===== src/rtl/inst_queue_pkg.sv =====
// Shared definitions for the IF->ID instruction queue: payload layout,
// pack helper and the IF-stage reset constants shown while the queue is empty.
package inst_queue_pkg;

  // Packed payload word: {PC, NPC, NNPC, Instruct, exception, ExcCode, error_VAddr}
  localparam int IQ_PAYLOAD_W  = 166;
  localparam int IQ_VADDR_LSB  = 0;
  localparam int IQ_EXCODE_LSB = 32;
  localparam int IQ_EXC_LSB    = 37;
  localparam int IQ_INSTR_LSB  = 38;
  localparam int IQ_NNPC_LSB   = 70;
  localparam int IQ_NPC_LSB    = 102;
  localparam int IQ_PC_LSB     = 134;

  // IF-stage reset values, presented on the payload outputs when empty
  localparam logic [31:0] INI_IF_PC_IN          = 32'hBFC0_0000;
  localparam logic [31:0] INI_IF_NPC_IN         = 32'hBFC0_0004;
  localparam logic [31:0] INI_IF_NNPC_IN        = 32'hBFC0_0008;
  localparam logic [31:0] INI_IF_INSTRUCT_IN    = 32'h0000_0000;
  localparam logic        INI_IF_EXCEPTION_IN   = 1'b0;
  localparam logic [4:0]  INI_IF_EXCCODE_IN     = 5'h00;
  localparam logic [31:0] INI_IF_ERROR_VADDR_IN = 32'h0000_0000;

  // Pack one entry into the storage word using the offsets above
  function automatic logic [IQ_PAYLOAD_W-1:0] iq_pack(
    input logic [31:0] pc,
    input logic [31:0] npc,
    input logic [31:0] nnpc,
    input logic [31:0] instr,
    input logic        exc,
    input logic [4:0]  exc_code,
    input logic [31:0] vaddr
  );
    logic [IQ_PAYLOAD_W-1:0] w;
    w = '0;
    w[IQ_PC_LSB     +: 32] = pc;
    w[IQ_NPC_LSB    +: 32] = npc;
    w[IQ_NNPC_LSB   +: 32] = nnpc;
    w[IQ_INSTR_LSB  +: 32] = instr;
    w[IQ_EXC_LSB]          = exc;
    w[IQ_EXCODE_LSB +: 5]  = exc_code;
    w[IQ_VADDR_LSB  +: 32] = vaddr;
    return w;
  endfunction

  localparam logic [IQ_PAYLOAD_W-1:0] IQ_INI_WORD = iq_pack(
    INI_IF_PC_IN, INI_IF_NPC_IN, INI_IF_NNPC_IN, INI_IF_INSTRUCT_IN,
    INI_IF_EXCEPTION_IN, INI_IF_EXCCODE_IN, INI_IF_ERROR_VADDR_IN);

endpackage


===== src/rtl/inst_queue_iq_ram.sv =====
// iq_ram: DEPTH x W storage, one synchronous write port, one asynchronous
// read port. Contents are intentionally not reset; the queue never shows
// an entry that was not written since the last flush/reset.
module iq_ram #(
  parameter int DEPTH = 4,
  parameter int W     = 166,
  parameter int AW    = $clog2(DEPTH)
) (
  input  logic          clk,
  input  logic          we_i,
  input  logic [AW-1:0] waddr_i,
  input  logic [W-1:0]  wdata_i,
  input  logic [AW-1:0] raddr_i,
  output logic [W-1:0]  rdata_o
);

  logic [W-1:0] mem_q [DEPTH];

  // Write port: store the pushed entry at the write pointer
  always_ff @(posedge clk) begin
    if (we_i) begin
      mem_q[waddr_i] <= wdata_i;
    end
  end

  assign rdata_o = mem_q[raddr_i];

endmodule


===== src/rtl/inst_queue.sv =====
// inst_queue: DEPTH-entry FIFO between IF and ID using the pipeline's
// valid/allowin handshake. Any flush (WB exception/eret or ID redirect)
// empties it in one cycle.
// Optional feature macro: IQ_BYPASS_EN -- zero-latency pass-through of the
// IF entry to ID when the queue is empty.
module inst_queue
  import inst_queue_pkg::*;
#(
  parameter int DEPTH = 4,
  parameter int CNT_W = $clog2(DEPTH) + 1
) (
  input  logic             clk,
  input  logic             rst_n,
  input  logic             if_valid_in,
  output logic             iq_allowin_out,
  input  logic [31:0]      if_PC_in,
  input  logic [31:0]      if_NPC_in,
  input  logic [31:0]      if_NNPC_in,
  input  logic [31:0]      if_Instruct_in,
  input  logic             if_exception_in,
  input  logic [4:0]       if_ExcCode_in,
  input  logic [31:0]      if_error_VAddr_in,
  input  logic             id_allowin_in,
  output logic             iq_valid_out,
  output logic [31:0]      iq_PC_out,
  output logic [31:0]      iq_NPC_out,
  output logic [31:0]      iq_NNPC_out,
  output logic [31:0]      iq_Instruct_out,
  output logic             iq_exception_out,
  output logic [4:0]       iq_ExcCode_out,
  output logic [31:0]      iq_error_VAddr_out,
  input  logic             wb_ClrStpJmp_in,
  input  logic             id_redirect_in,
  output logic [CNT_W-1:0] iq_count_out
);

  localparam int PTR_W = $clog2(DEPTH);

  logic [PTR_W-1:0]        rd_ptr_q, rd_ptr_d;
  logic [PTR_W-1:0]        wr_ptr_q, wr_ptr_d;
  logic [CNT_W-1:0]        count_q,  count_d;
  logic                    flush_s, empty_s, full_s;
  logic                    push_s, pop_s, bypass_s, bypass_take_s;
  logic [IQ_PAYLOAD_W-1:0] wdata_s, rdata_s, head_s;

  assign wdata_s = iq_pack(if_PC_in, if_NPC_in, if_NNPC_in, if_Instruct_in,
                           if_exception_in, if_ExcCode_in, if_error_VAddr_in);

  // Handshake decode: flush, full/empty from the counter, push/pop qualifiers
  always_comb begin
    flush_s = wb_ClrStpJmp_in || id_redirect_in;
    empty_s = (count_q == '0);
    full_s  = (count_q == CNT_W'(DEPTH));
`ifdef IQ_BYPASS_EN
    bypass_s = empty_s && if_valid_in && !flush_s;
`else
    bypass_s = 1'b0;
`endif
    // An entry handed straight to ID is not also written into the array
    bypass_take_s = bypass_s && id_allowin_in;
    push_s = if_valid_in && !full_s && !flush_s && !bypass_take_s;
    pop_s  = !empty_s && id_allowin_in && !flush_s;
  end

  // Next-state for pointers and occupancy; flush returns everything to zero
  always_comb begin
    rd_ptr_d = rd_ptr_q;
    wr_ptr_d = wr_ptr_q;
    count_d  = count_q;
    if (flush_s) begin
      rd_ptr_d = '0;
      wr_ptr_d = '0;
      count_d  = '0;
    end else begin
      if (push_s) begin
        wr_ptr_d = wr_ptr_q + PTR_W'(1);
      end else begin
        wr_ptr_d = wr_ptr_q;
      end
      if (pop_s) begin
        rd_ptr_d = rd_ptr_q + PTR_W'(1);
      end else begin
        rd_ptr_d = rd_ptr_q;
      end
      if (push_s && !pop_s) begin
        count_d = count_q + CNT_W'(1);
      end else if (pop_s && !push_s) begin
        count_d = count_q - CNT_W'(1);
      end else begin
        count_d = count_q;
      end
    end
  end

  // State registers with synchronous active-low reset (same effect as flush)
  always_ff @(posedge clk) begin
    if (!rst_n) begin
      rd_ptr_q <= '0;
      wr_ptr_q <= '0;
      count_q  <= '0;
    end else begin
      rd_ptr_q <= rd_ptr_d;
      wr_ptr_q <= wr_ptr_d;
      count_q  <= count_d;
    end
  end

  iq_ram #(
    .DEPTH (DEPTH),
    .W     (IQ_PAYLOAD_W),
    .AW    (PTR_W)
  ) u_iq_ram (
    .clk     (clk),
    .we_i    (push_s),
    .waddr_i (wr_ptr_q),
    .wdata_i (wdata_s),
    .raddr_i (rd_ptr_q),
    .rdata_o (rdata_s)
  );

  // Head selection: bypassed IF entry, stored head, or reset constants
  always_comb begin
    head_s = IQ_INI_WORD;
    if (bypass_s) begin
      head_s = wdata_s;
    end else if (empty_s) begin
      head_s = IQ_INI_WORD;
    end else begin
      head_s = rdata_s;
    end
  end

  assign iq_allowin_out     = !full_s;
  assign iq_valid_out       = (!empty_s || bypass_s) && !flush_s;
  assign iq_count_out       = count_q;
  assign iq_PC_out          = head_s[IQ_PC_LSB     +: 32];
  assign iq_NPC_out         = head_s[IQ_NPC_LSB    +: 32];
  assign iq_NNPC_out        = head_s[IQ_NNPC_LSB   +: 32];
  assign iq_Instruct_out    = head_s[IQ_INSTR_LSB  +: 32];
  assign iq_exception_out   = head_s[IQ_EXC_LSB];
  assign iq_ExcCode_out     = head_s[IQ_EXCODE_LSB +: 5];
  assign iq_error_VAddr_out = head_s[IQ_VADDR_LSB  +: 32];

endmodule


===== config.mk =====
export PLATFORM = sky130hd
export DESIGN_NAME = inst_queue
export DESIGN_NICKNAME = d
export VERILOG_FILES = /design/src/rtl/inst_queue_pkg.sv /design/src/rtl/inst_queue_iq_ram.sv /design/src/rtl/inst_queue.sv
export SDC_FILE = /design/constraint.sdc
export NUM_CORES = 1
export LEC_CHECK = 0
export CORE_AREA = 2 2 232 234
export DETAILED_ROUTE_END_ITERATION = 8
export DIE_AREA = 0 0 234 236
export PLACE_DENSITY = 0.86
export SETUP_SLACK_MARGIN = 0.02
export SLEW_MARGIN = 5
export SYNTH_ARGS = -nofsm -noshare
export SYNTH_HDL_FRONTEND = slang
export SYNTH_HIERARCHICAL = 1
export SYNTH_SLANG_ARGS = --single-unit
export TNS_END_PERCENT = 5

===== constraint.sdc =====
create_clock -name clk -period 15.7 [get_ports clk]
set_clock_uncertainty 0.05 [all_clocks]
set_input_delay 3.14 -clock clk [delete_from_list [all_inputs] [get_ports clk]]
set_output_delay 3.14 -clock clk [all_outputs]
set_load 0.05 [all_outputs]

; Word level (Yosys, flattened, before mapping)
; Memories as Yosys holds them, arrays and structs flattened. A register that Yosys moved wholly into a read port is not among the register bits.
; Index checks and enable logic that the tools add are counted.
; W data, S select, Z words.
[classes]
bitwise = 1
n_addsub = 4
mux = 7
eq_ne = 1
n_reduce_logical = 16
[ops]
columns = op, n
row1 = $mux W166, 1
row2 = $logic_and A1 B1 Y1, 7
row3 = $mux W3, 2
row4 = $logic_not A1 Y1, 5
row5 = $add A2 B1 Y2 const B, 2
row6 = $mux W2, 2
row7 = $add A3 B1 Y3 const B, 1
row8 = $eq A3 B3 Y1 const B, 1
row9 = $logic_not A3 Y1, 1
row10 = $sub A3 B1 Y3 const B, 1
row11 = $mux W1, 2
row12 = $reduce_bool A2 Y1, 1
row13 = $reduce_or A2 Y1, 1
row14 = $logic_or A1 B1 Y1, 1
row15 = $not A1 Y1, 1
[word_totals]
ff_bits = 7
input_bits = 172
ram_bits = 664
mem_count = 1
[memory_table]
columns = memory, words, width, rd, rd_clocked_by_memory_dff, wr, line_no
row1 = u_iq_ram.mem_q, 4, 166, 1, 1, 1, inst_queue_iq_ram.sv:17  ; logic [W-1:0] mem_q [DEPTH];

; Logic depth before layout (Yosys ltp)
[logic_depth]
ltp_word = 8
mapped_depth = 8
ltp_nobuf = 8

; Cells and area by module
; Netlist, hierarchy kept.
[by_module_without_submodules]
columns = module, area_each_um2, cells_per_inst, n_inst
row1 = iq_ram, 24005.5, 871, 1
row2 = inst_queue, 1502.7, 225, 1

; Worst setup path after synthesis
; Ideal clock, no wire load.
[synth_timing]
kind = in2reg
startpoint = in if_valid_in
endpoint = mem u_iq_ram.mem_q[0][0], enable pin
path_slack_ns = -1.034
path_buffers = 0
arrival_ns = 15.753
setup_ns = 0.931
stages = 3
path_cell_list = inv_1 -> nor4_1 -> nor3b_1
[synth_between]
elab_chain_cells = 4
[synth_lines]
columns = item, line_no
row1 = from (decl), inst_queue.sv:14  ; input logic if_valid_in,
row2 = $logic_and A1 B1 Y1 (2 in a row), inst_queue.sv:61  ; push_s = if_valid_in && !full_s && !flush_s && !bypass_take_s;
row3 = via push_s, inst_queue.sv:43  ; logic push_s, pop_s, bypass_s, bypass_take_s;
row4 = $mux W1, inst_queue_iq_ram.sv:21  ; if (we_i) begin
row5 = $mux W1 (implied by the code), inst_queue_iq_ram.sv:22  ; mem_q[waddr_i] <= wdata_i;
row6 = to (decl), inst_queue_iq_ram.sv:17
; The timed path passes the listed nets, and every way through them passes these cells.

==> results.json <==
{
  "synth_area_mm2": 0.0255,
  "clkSinkCount": 671,
  "core.rowCount": 85,
  "cts_tree": "built",
  "worstPathMaxFanout": 47,
  "die-area_mm2": 0.0552,
  "grt_use_total_pct": 18.8,
  "final_antenna_net_count": 0,
  "synth.distinct_cells": 30,
  "synth-seq-cells": 671,
  "grt_pass1_vias": 12800,
  "coreArea_mm2": 0.0531,
  "htreeDepth": 3,
  "max_freq_mhz": 126,
  "cts_hold_buf": 0,
  "finalCritPeriodShare_pct": 50.7,
  "cts_resized": 0,
  "peakVddDrop_mv": 0.109,
  "drv_cap": 0,
  "detail_route.vias_per_cell": 5.46,
  "path_cells": "buf_4 > buf_4 > mux4_2 > or2_1 > clkdlybuf4s50_1",
  "p_total_uw": 3650,
  "p_leak_uw": 0.00961,
  "grt_pass1_wl_um": 77600,
  "cp_common_cell": "buf_4",
  "pin_count": 343,
  "crit_required_ps": 12510,
  "routed_wl_um": 51600,
  "max_stage_delay_ps": 950,
  "period_needed_ps": 7960,
  "vias": 12100,
  "clk_pin_slew_ps": 60,
  "cts_buffers": 68,
  "synth-async-reset-ratio_pct": 0,
  "ys_dominant_reg_cell": "edfxtp_1",
  "cts_root_buf": "clkbuf_16",
  "die_w_um": 234,
  "hold_viol_final": 0,
  "run_status": "completed",
  "p_per_area_mw_per_mm2": 115,
  "hp-class": "flop to flop",
  "drtIter0Drc": 949,
  "gp_congestion": 0.736,
  "grt_max_degree": 81,
  "postCtsSetupBuffers": 0,
  "synth_edf_count": 664,
  "syn_inst": 1096,
  "avgSynthCellArea_um2": 23.3,
  "rsz0062_at_grt": "false",
  "slew_viol_final": 0,
  "grt_overflow": 0,
  "routedWlPerCell_um": 23.3,
  "drc_errors": 0,
  "final-setup-viol-count": 0,
  "criticalPathCategory": "flop to output pin",
  "layout_common_cells": "664 x edfxtp_1, 342 x clkdlybuf4s50_1, 166 x mux4_2",
  "cp.arrival_ps": 4770,
  "first_pass_iters": 4,
  "io_buffers": 342,
  "tns_ps": 0,
  "initial_core_util_pct": 48.1,
  "drive_above_1_share_pct": 18.5,
  "nFillCells": 3601,
  "area_growth_pct": 24.1,
  "slowest_stage": "dfxtp_4",
  "antenna_found_initial": 7,
  "synth_nets": 1270,
  "dieHeight_um": 236,
  "synth.yosys.seq_area_share_pct": 78.7,
  "clkLatencyLatePin_ps": 580,
  "synth_warnings": 6,
  "end_kind": "output pin",
  "tightestPinTransition_ps": 1080,
  "cp-start-kind": "flop",
  "final_common_cell": "edfxtp_1",
  "fin_nets": 1643,
  "cts_max_path_buffers": 3,
  "max_slew_margin_pct": 28.2,
  "dp_hpwl_um": 30000
}
-- critical path: cells and delay by family (launching register included) --
kind | cells | cell delay [ps]
buf+inv | 3 | 2270
flops | 1 | 950
mux | 1 | 620
simple gates | 1 | 260
-- synth_stat cells (all sizes together) (2+ instances only) --
library cell,number,area (um2)
edfxtp,664,19900
mux4,166,3740
nor2b,137,857
buf,51,380
or2,29,181
dfxtp,7,140
or3,5,31.3
a21oi,4,20.0
clkbuf,4,15.0
nor2,4,15.0
o21ai,4,20.0
inv,3,11.3
nand2,3,11.3
xor2,3,26.3
and3b,2,17.5
nor3,2,21.3
nor3b,2,20.0
-- flip-flops by register name, indices dropped and copies added, names as in the netlist --
name,flops
iq_count_out,3
wr_ptr_q,2
rd_ptr_q,2
u_iq_ram/mem_q,664
-- worst paths after layout --
path	to	slack, ps	cells after the start	startpoint
worst max register to register	u_iq_ram/mem_q[2][33]	12010	4	iq_count_out[0]
worst min-delay path	iq_count_out[2]	530	2	iq_count_out[2]
worst min register to register	iq_count_out[2]	530	2	iq_count_out[2]
worst max-delay path	iq_NNPC_out[24]	7740	5	rd_ptr_q[0]
-- routing by layer --
layer  vias up  track usage, %  wire length [um]
met5         -               0                40
li1       5263               -                 -
met1      6317            24.0             20200
met2       433            30.7             26000
met3        79            5.69              4090
met4         6            6.75              1300
-- area by class of cell --
type | count | area [um2] | area share [%]
Sequential cell | 671 | 20100 | 63.4
Inverter | 3 | 11.3 | 0.0356
Clock buffer | 90 | 1870 | 5.90
Timing Repair Buffer | 358 | 3540 | 11.2
Tap cell | 696 | 871 | 2.75
Clock inverter | 28 | 224 | 0.707
Antenna cell | 4 | 10.0 | 0.0316
Multi-Input combinational cell | 367 | 5050 | 15.9
-- per-stage QoR --
| step | util (%) | area (um2) | worst slack [ps] | instances | hold WS [ps] |
|---|---|---|---|---|---|
| finish | 59.7 | 31700 | 7740 | 2217 | 532 |
| CTS | 59.6 | 31700 | 7500 | 2213 | 526 |
| global placement | 55.7 | 29600 | 7860 | 2095 | 487 |
| detailed placement | 55.7 | 29600 | 7870 | 2095 | 515 |
| floorplan | - | 25500 | 4960 | 1096 | 444 |
| global route | 59.7 | 31700 | 7310 | 2217 | 564 |
-- where the power goes --
group / total (uW) / internal [uW] / switching [uW]
Sequential: 1990 / 1990 / 4.30
Clock: 1520 / 886 / 631
Combinational: 148 / 69.6 / 78.6
-- kinds of logic after synthesis --
| kind of cell | count (synthesis) | synth area share (%) |
|---|---|---|
| AND/OR/NAND/NOR | 186 | 4.58 |
| buffers and inverters | 58 | 1.59 |
| XOR/XNOR | 3 | 0.103 |
| flip-flops | 671 | 78.7 |
| multiplexers | 167 | 14.7 |
| adder cells (fa/ha/maj) | 2 | 0.128 |
| AO/OA/AOI/OAI | 9 | 0.186 |
Power figures use the tool's default switching activity.
==> edit 1, RTL diff (same flow settings) <==
`IQ_NPC_LSB`: 102 -> 51.
--- a/src/rtl/inst_queue_pkg.sv
+++ b/src/rtl/inst_queue_pkg.sv
@@ -10,5 +10,5 @@
   localparam int IQ_INSTR_LSB  = 38;
   localparam int IQ_NNPC_LSB   = 70;
-  localparam int IQ_NPC_LSB    = 102;
+  localparam int IQ_NPC_LSB    = 51;
   localparam int IQ_PC_LSB     = 134;
 
Formal check against the unedited RTL: not equivalent (a bounded check fails within 4 cycles, from zero or initial values).
==> edit 1 against the original RTL <==
- sequential cell count down 128
- wire length down 18%
- count of clock-buffer cells in the layout shrank 26
- power shrank 18%
- synthesized cell count is 15% lower
- worst setup slack improved by 0.11 ns
- non-clock buffer count fell by 32
- synthesized area down 18%
- cell area down 17%
- sequential power is 19% lower
- sequential share of layout area is 1.4 points lower
- register-to-register slack better by 0.25 ns
- largest cell class unchanged
==> edit 1: results (changes against the original RTL) <==
INFO  metric status = finished clean
INFO  metric final.fill_count = 4160 (+16%)
INFO  metric maximum_number_of_pins_on_one_net_before_global_route_repair = 73 (-9.9%)
INFO  metric largest_register_ffs = 536 (-19%)
INFO  metric route.final.wire_length = 42400 um (-18%)
INFO  metric post-cts-setup-buffer-count = 0 (unchanged)
INFO  metric relSlewSlack = 0.344 (+0.0628)
INFO  metric final_nets = 1405 (-14%)
INFO  metric grtUsageTotal = 0.154 (-0.0346)
INFO  metric cts_inserted_buffers = 54 (-21%)
INFO  metric dp.final_hpwl = 25100 um (-16%)
INFO  metric syn-num-nets = 1103 (-13%)
INFO  metric drt_iter0_drc = 558 (-41%)
INFO  metric ir_drop = 0.0926 mV (-15%)
INFO  metric yosys_warnings = 6 (unchanged)
INFO  metric synth.avg_cell_area = 22.5 um^2 (-3.3%)
INFO  metric worst-endpoint-arrival = 4.66 ns (-0.11 ns)
INFO  metric placed_cells_incl_taps = 1871 (-11%)
INFO  metric drt_pass1_iterations = 4 (unchanged)
INFO  metric critical_path_peak_fanout = 4 (-91%)
INFO  metric wl_met3 = 3420 um (-16%)
INFO  metric dr_total_vias = 9970 (-18%)
INFO  metric clockRootBuffer = sky130_fd_sc_hd__clkbuf_16
INFO  metric antenna_found_initial = 4 (-3)
INFO  metric max_flop_register = u_iq_ram/mem_q
INFO  metric fin_util = 0.493 (-0.103)
INFO  metric final-instance-count-excl-fill = 1968 (-11%)
INFO  metric power_leakage = 7.94 nW (-17%)
INFO  metric met1_length = 16800 um (-17%)
INFO  metric htree_levels = 2 (-1)
INFO  metric numPortBuffers = 310 (-9.4%)
INFO  metric grt_pass1_vias = 10.7k (-17%)
INFO  metric dpl_worst_slack = 7.87 ns (-0.00442 ns)
INFO  metric wire_length_of_the_first_global_routing_pass = 63600 um (-18%)
INFO  metric routabilityCongestion = 0.750 (+2.0%)
INFO  metric wl_met2 = 21100 um (-19%)
INFO  metric placed_cell_area = 24500 um^2 (-17%)
INFO  metric post_route_cells_drive_above_1_share = 0.199 (+0.0138)
## edit 1: report_power, final
group | switching (mW) | leakage, nW | internal (mW)
Clock | 0.520 | 0.836 | 0.729
Sequential | 0.00307 | 4.90 | 1.61
Combinational | 0.0702 | 2.20 | 0.0594
## edit 1: critical path, cell delays in order
cell and delay [ns]:
sky130_fd_sc_hd__clkdlybuf4s50_1 0.47, sky130_fd_sc_hd__nor3_1 0.20, sky130_fd_sc_hd__clkdlybuf4s50_1 0.84
## edit 1: cell type report
type | instances | share of cell area
clock buffer | 64 | 0.0530
tap | 696 | 0.0333
inverter | 3 | 0.000430
multi-input combinational | 303 | 0.157
timing repair buffer | 326 | 0.123
clock inverter | 32 | 0.0127
sequential | 543 | 0.620
antenna | 1 | 0.0000956
## edit 1: metal layers
layer / vias to the layer above / GRT usage
met5: - / 0
met2: 308 / 0.255
li1: 4354 / -
met1: 5222 / 0.192
met4: 6 / 0.0443
met3: 80 / 0.0515
## edit 1: final timing paths
path / start / endpoint / slack (ns) / cells past startpoint
min reg2reg: wr_ptr_q[1] / wr_ptr_q[1] / 0.52 / 2
max: id_redirect_in / iq_valid_out / 7.85 / 3
min: wr_ptr_q[1] / wr_ptr_q[1] / 0.52 / 2
max reg2reg: iq_count_out[0] / u_iq_ram/mem_q[0][78] / 12.26 / 5
==> edit 2, RTL diff (same flow settings) <==
Without the edit above. Register the output `iq_Instruct_out`; this adds one clock of latency there. The other outputs are not delayed to match.
--- a/src/rtl/inst_queue.sv
+++ b/src/rtl/inst_queue.sv
@@ -137,5 +137,7 @@
   assign iq_NPC_out         = head_s[IQ_NPC_LSB    +: 32];
   assign iq_NNPC_out        = head_s[IQ_NNPC_LSB   +: 32];
-  assign iq_Instruct_out    = head_s[IQ_INSTR_LSB  +: 32];
+  always_ff @(posedge clk) begin
+    iq_Instruct_out <= head_s[IQ_INSTR_LSB  +: 32];
+  end
   assign iq_exception_out   = head_s[IQ_EXC_LSB];
   assign iq_ExcCode_out     = head_s[IQ_EXCODE_LSB +: 5];
Formal check against the unedited RTL: not equivalent (Yosys sat finds a counterexample within 4 cycles, from zero or initial values).
==> edit 2 against the original RTL <==
- die area unchanged
- synthesized area is 2.5% higher
- utilization grew 1.7 points
- sequential cell count increased by 32
- worst setup slack lost 0.11 ns
- power rose by 6.6%
- cell area grew 2.9%
- wire length up 0.62%
- critical path type unchanged
- largest cell class unchanged
- largest power group unchanged
==> edit 2: results (changes against the original RTL) <==
INFO  metric status = finished clean
INFO  metric switching_power = 0.754 mW (+5.7%)
INFO  metric vias_per_cell = 5.42 (-0.77%)
INFO  metric synth.top_cells.by_area = sky130_fd_sc_hd__edfxtp_1, sky130_fd_sc_hd__mux4_2, sky130_fd_sc_hd__nor2b_1
INFO  metric grtUsageTotal = 0.191 (+0.00226)
INFO  metric average_wire_per_standard_cell = 23.0 um (-1.3%)
INFO  metric drt_iter0_drc = 779 (-18%)
INFO  metric holdCritStartpoint = wr_ptr_q[1]
INFO  metric post_route_cells_drive_above_1_share = 0.205 (+0.0196)
INFO  metric cts_inserted_buffers = 70 (+2.9%)
INFO  metric rr_endpoint = u_iq_ram/mem_q[3][124]
INFO  metric grt_pass1_vias = 13.0k (+1.3%)
INFO  metric power_leakage = 10.0 nW (+4.5%)
INFO  metric cpPeakStageDelay = 0.92 ns (-0.03 ns)
INFO  metric ir_drop = 0.0970 mV (-11%)
INFO  metric hold-path-endpoint = wr_ptr_q[1]
INFO  metric wire_length_of_the_first_global_routing_pass = 78500 um (+1.2%)
INFO  metric dp.final_hpwl = 29900 um (-0.18%)
INFO  metric final_nets = 1680 (+2.3%)
INFO  metric final.fill_count = 3541 (-1.7%)
INFO  metric path_delay_family = buffers and inverters
INFO  metric synth-compound-area-share = 0.00182 (-0.0000449)
INFO  metric synth_cell_type_count = 30 (unchanged)
INFO  metric syn-num-nets = 1302 (+2.5%)
INFO  metric critical_path_peak_fanout = 48 (+2.1%)
INFO  metric placed_cell_area = 30200 um^2 (+2.2%)
INFO  metric yosys.area_share.adder = 0.00124 (-0.0000307)
INFO  metric drt_pass1_iterations = 5 (+1)
INFO  metric largest_register_ffs = 664 (unchanged)
INFO  metric ys_top_cells_by_count = sky130_fd_sc_hd__edfxtp_1, sky130_fd_sc_hd__mux4_2, sky130_fd_sc_hd__nor2b_1
INFO  metric worst-endpoint-arrival = 4.88 ns (+0.11 ns)
INFO  metric maximum_number_of_pins_on_one_net_before_global_route_repair = 72 (-11%)
INFO  metric synthXorXnorAreaFrac = 0.00101 (-0.0000248)
INFO  metric timing.reg2reg.setup_slack = 12.05 ns (+0.04 ns)
INFO  metric antenna_found_initial = 6 (-1)
INFO  metric cts-resized-gates = 0 (unchanged)
INFO  metric synth_mux_area_frac = 0.143 (-0.00354)
INFO  metric worst_skew_late_latency = 0.59 ns
INFO  metric worstHoldPathCells = 2 (unchanged)
INFO  metric routabilityCongestion = 0.769 (+4.5%)
INFO  metric numPortBuffers = 342 (unchanged)
INFO  metric relSlewSlack = 0.307 (+0.0255)
INFO  metric synth-seq-area-share = 0.793 (+0.00556)
INFO  metric dpl_worst_slack = 7.84 ns (-0.0271 ns)
## edit 2: cell types whose count changed in the layout (fill, tap and decap cells not counted), moves of 3 or more
cell,unedited run,this run
sky130_fd_sc_hd__bufinv_16,3,7
sky130_fd_sc_hd__dfxtp_1,5,37
sky130_fd_sc_hd__clkbuf_1,17,11
sky130_fd_sc_hd__or2_1,29,11
sky130_fd_sc_hd__inv_6,3,0
sky130_fd_sc_hd__clkbuf_16,71,75
sky130_fd_sc_hd__or2_2,0,18
sky130_fd_sc_hd__buf_4,16,19
sky130_fd_sc_hd__clkinv_2,8,17
## edit 2: routing by layer
metal,GRT usage,wire [um]
met5,0,52
met4,0.0673,1320
met3,0.0509,3720
met2,0.317,26800
met1,0.242,20000
## edit 2: how the worst max path moves through the flow
stage / slack [ns] / to / cells after the start / from
floorplan: 4.96 / u_iq_ram/mem_q[0][0] / 3 / if_valid_in
global placement: 7.88 / iq_valid_out / 3 / id_redirect_in
detailed placement: 7.84 / iq_valid_out / 3 / id_redirect_in
CTS: 7.40 / iq_NNPC_out[22] / 5 / rd_ptr_q[0]
global route: 7.15 / iq_NNPC_out[22] / 5 / rd_ptr_q[0]
finish: 7.63 / iq_NNPC_out[22] / 5 / rd_ptr_q[0]
## edit 2: metrics by stage
| step | std cells | hold WS, ns |
|---|---|---|
| 2_1_floorplan | 1128 | 0.439 |
| 4_1_cts | 2258 | 0.540 |
| 6_report | 2260 | 0.544 |
| 3_5_place_dp | 2130 | 0.532 |
| 3_3_place_gp | 2130 | 0.487 |
| 5_1_grt | 2260 | 0.567 |
## edit 2: cells by family after synthesis
family | Yosys count
XOR/XNOR | 3
adder cells (fa/ha/maj) | 2
AO/OA/AOI/OAI | 9
AND/OR/NAND/NOR | 186
flip-flops | 703
buffers and inverters | 58
multiplexers | 167
## edit 2: final cells by class
class / instances / area (um^2) / share of cell area
flip-flops and latches: 703 / 20700 / 0.636
clock buffers: 89 / 1960 / 0.0601
clock inverters: 39 / 398 / 0.0122
inverters: 3 / 11.3 / 0.000346
diodes: 2 / 5.00 / 0.000154
repair buffers: 361 / 3570 / 0.109
well taps: 696 / 871 / 0.0267
multi-input cells: 367 / 5050 / 0.155
## edit 2: power by group through the flow
stage / registers (mW) / logic [mW] / clock network [mW]
finish: 2.07 / 0.148 / 1.67
global route: 2.07 / 0.157 / 1.79
detailed placement: 2.11 / 0.149 / 0
floorplan: 2.12 / 0.0565 / 0
global placement: 2.11 / 0.144 / 0
CTS: 2.07 / 0.150 / 1.72
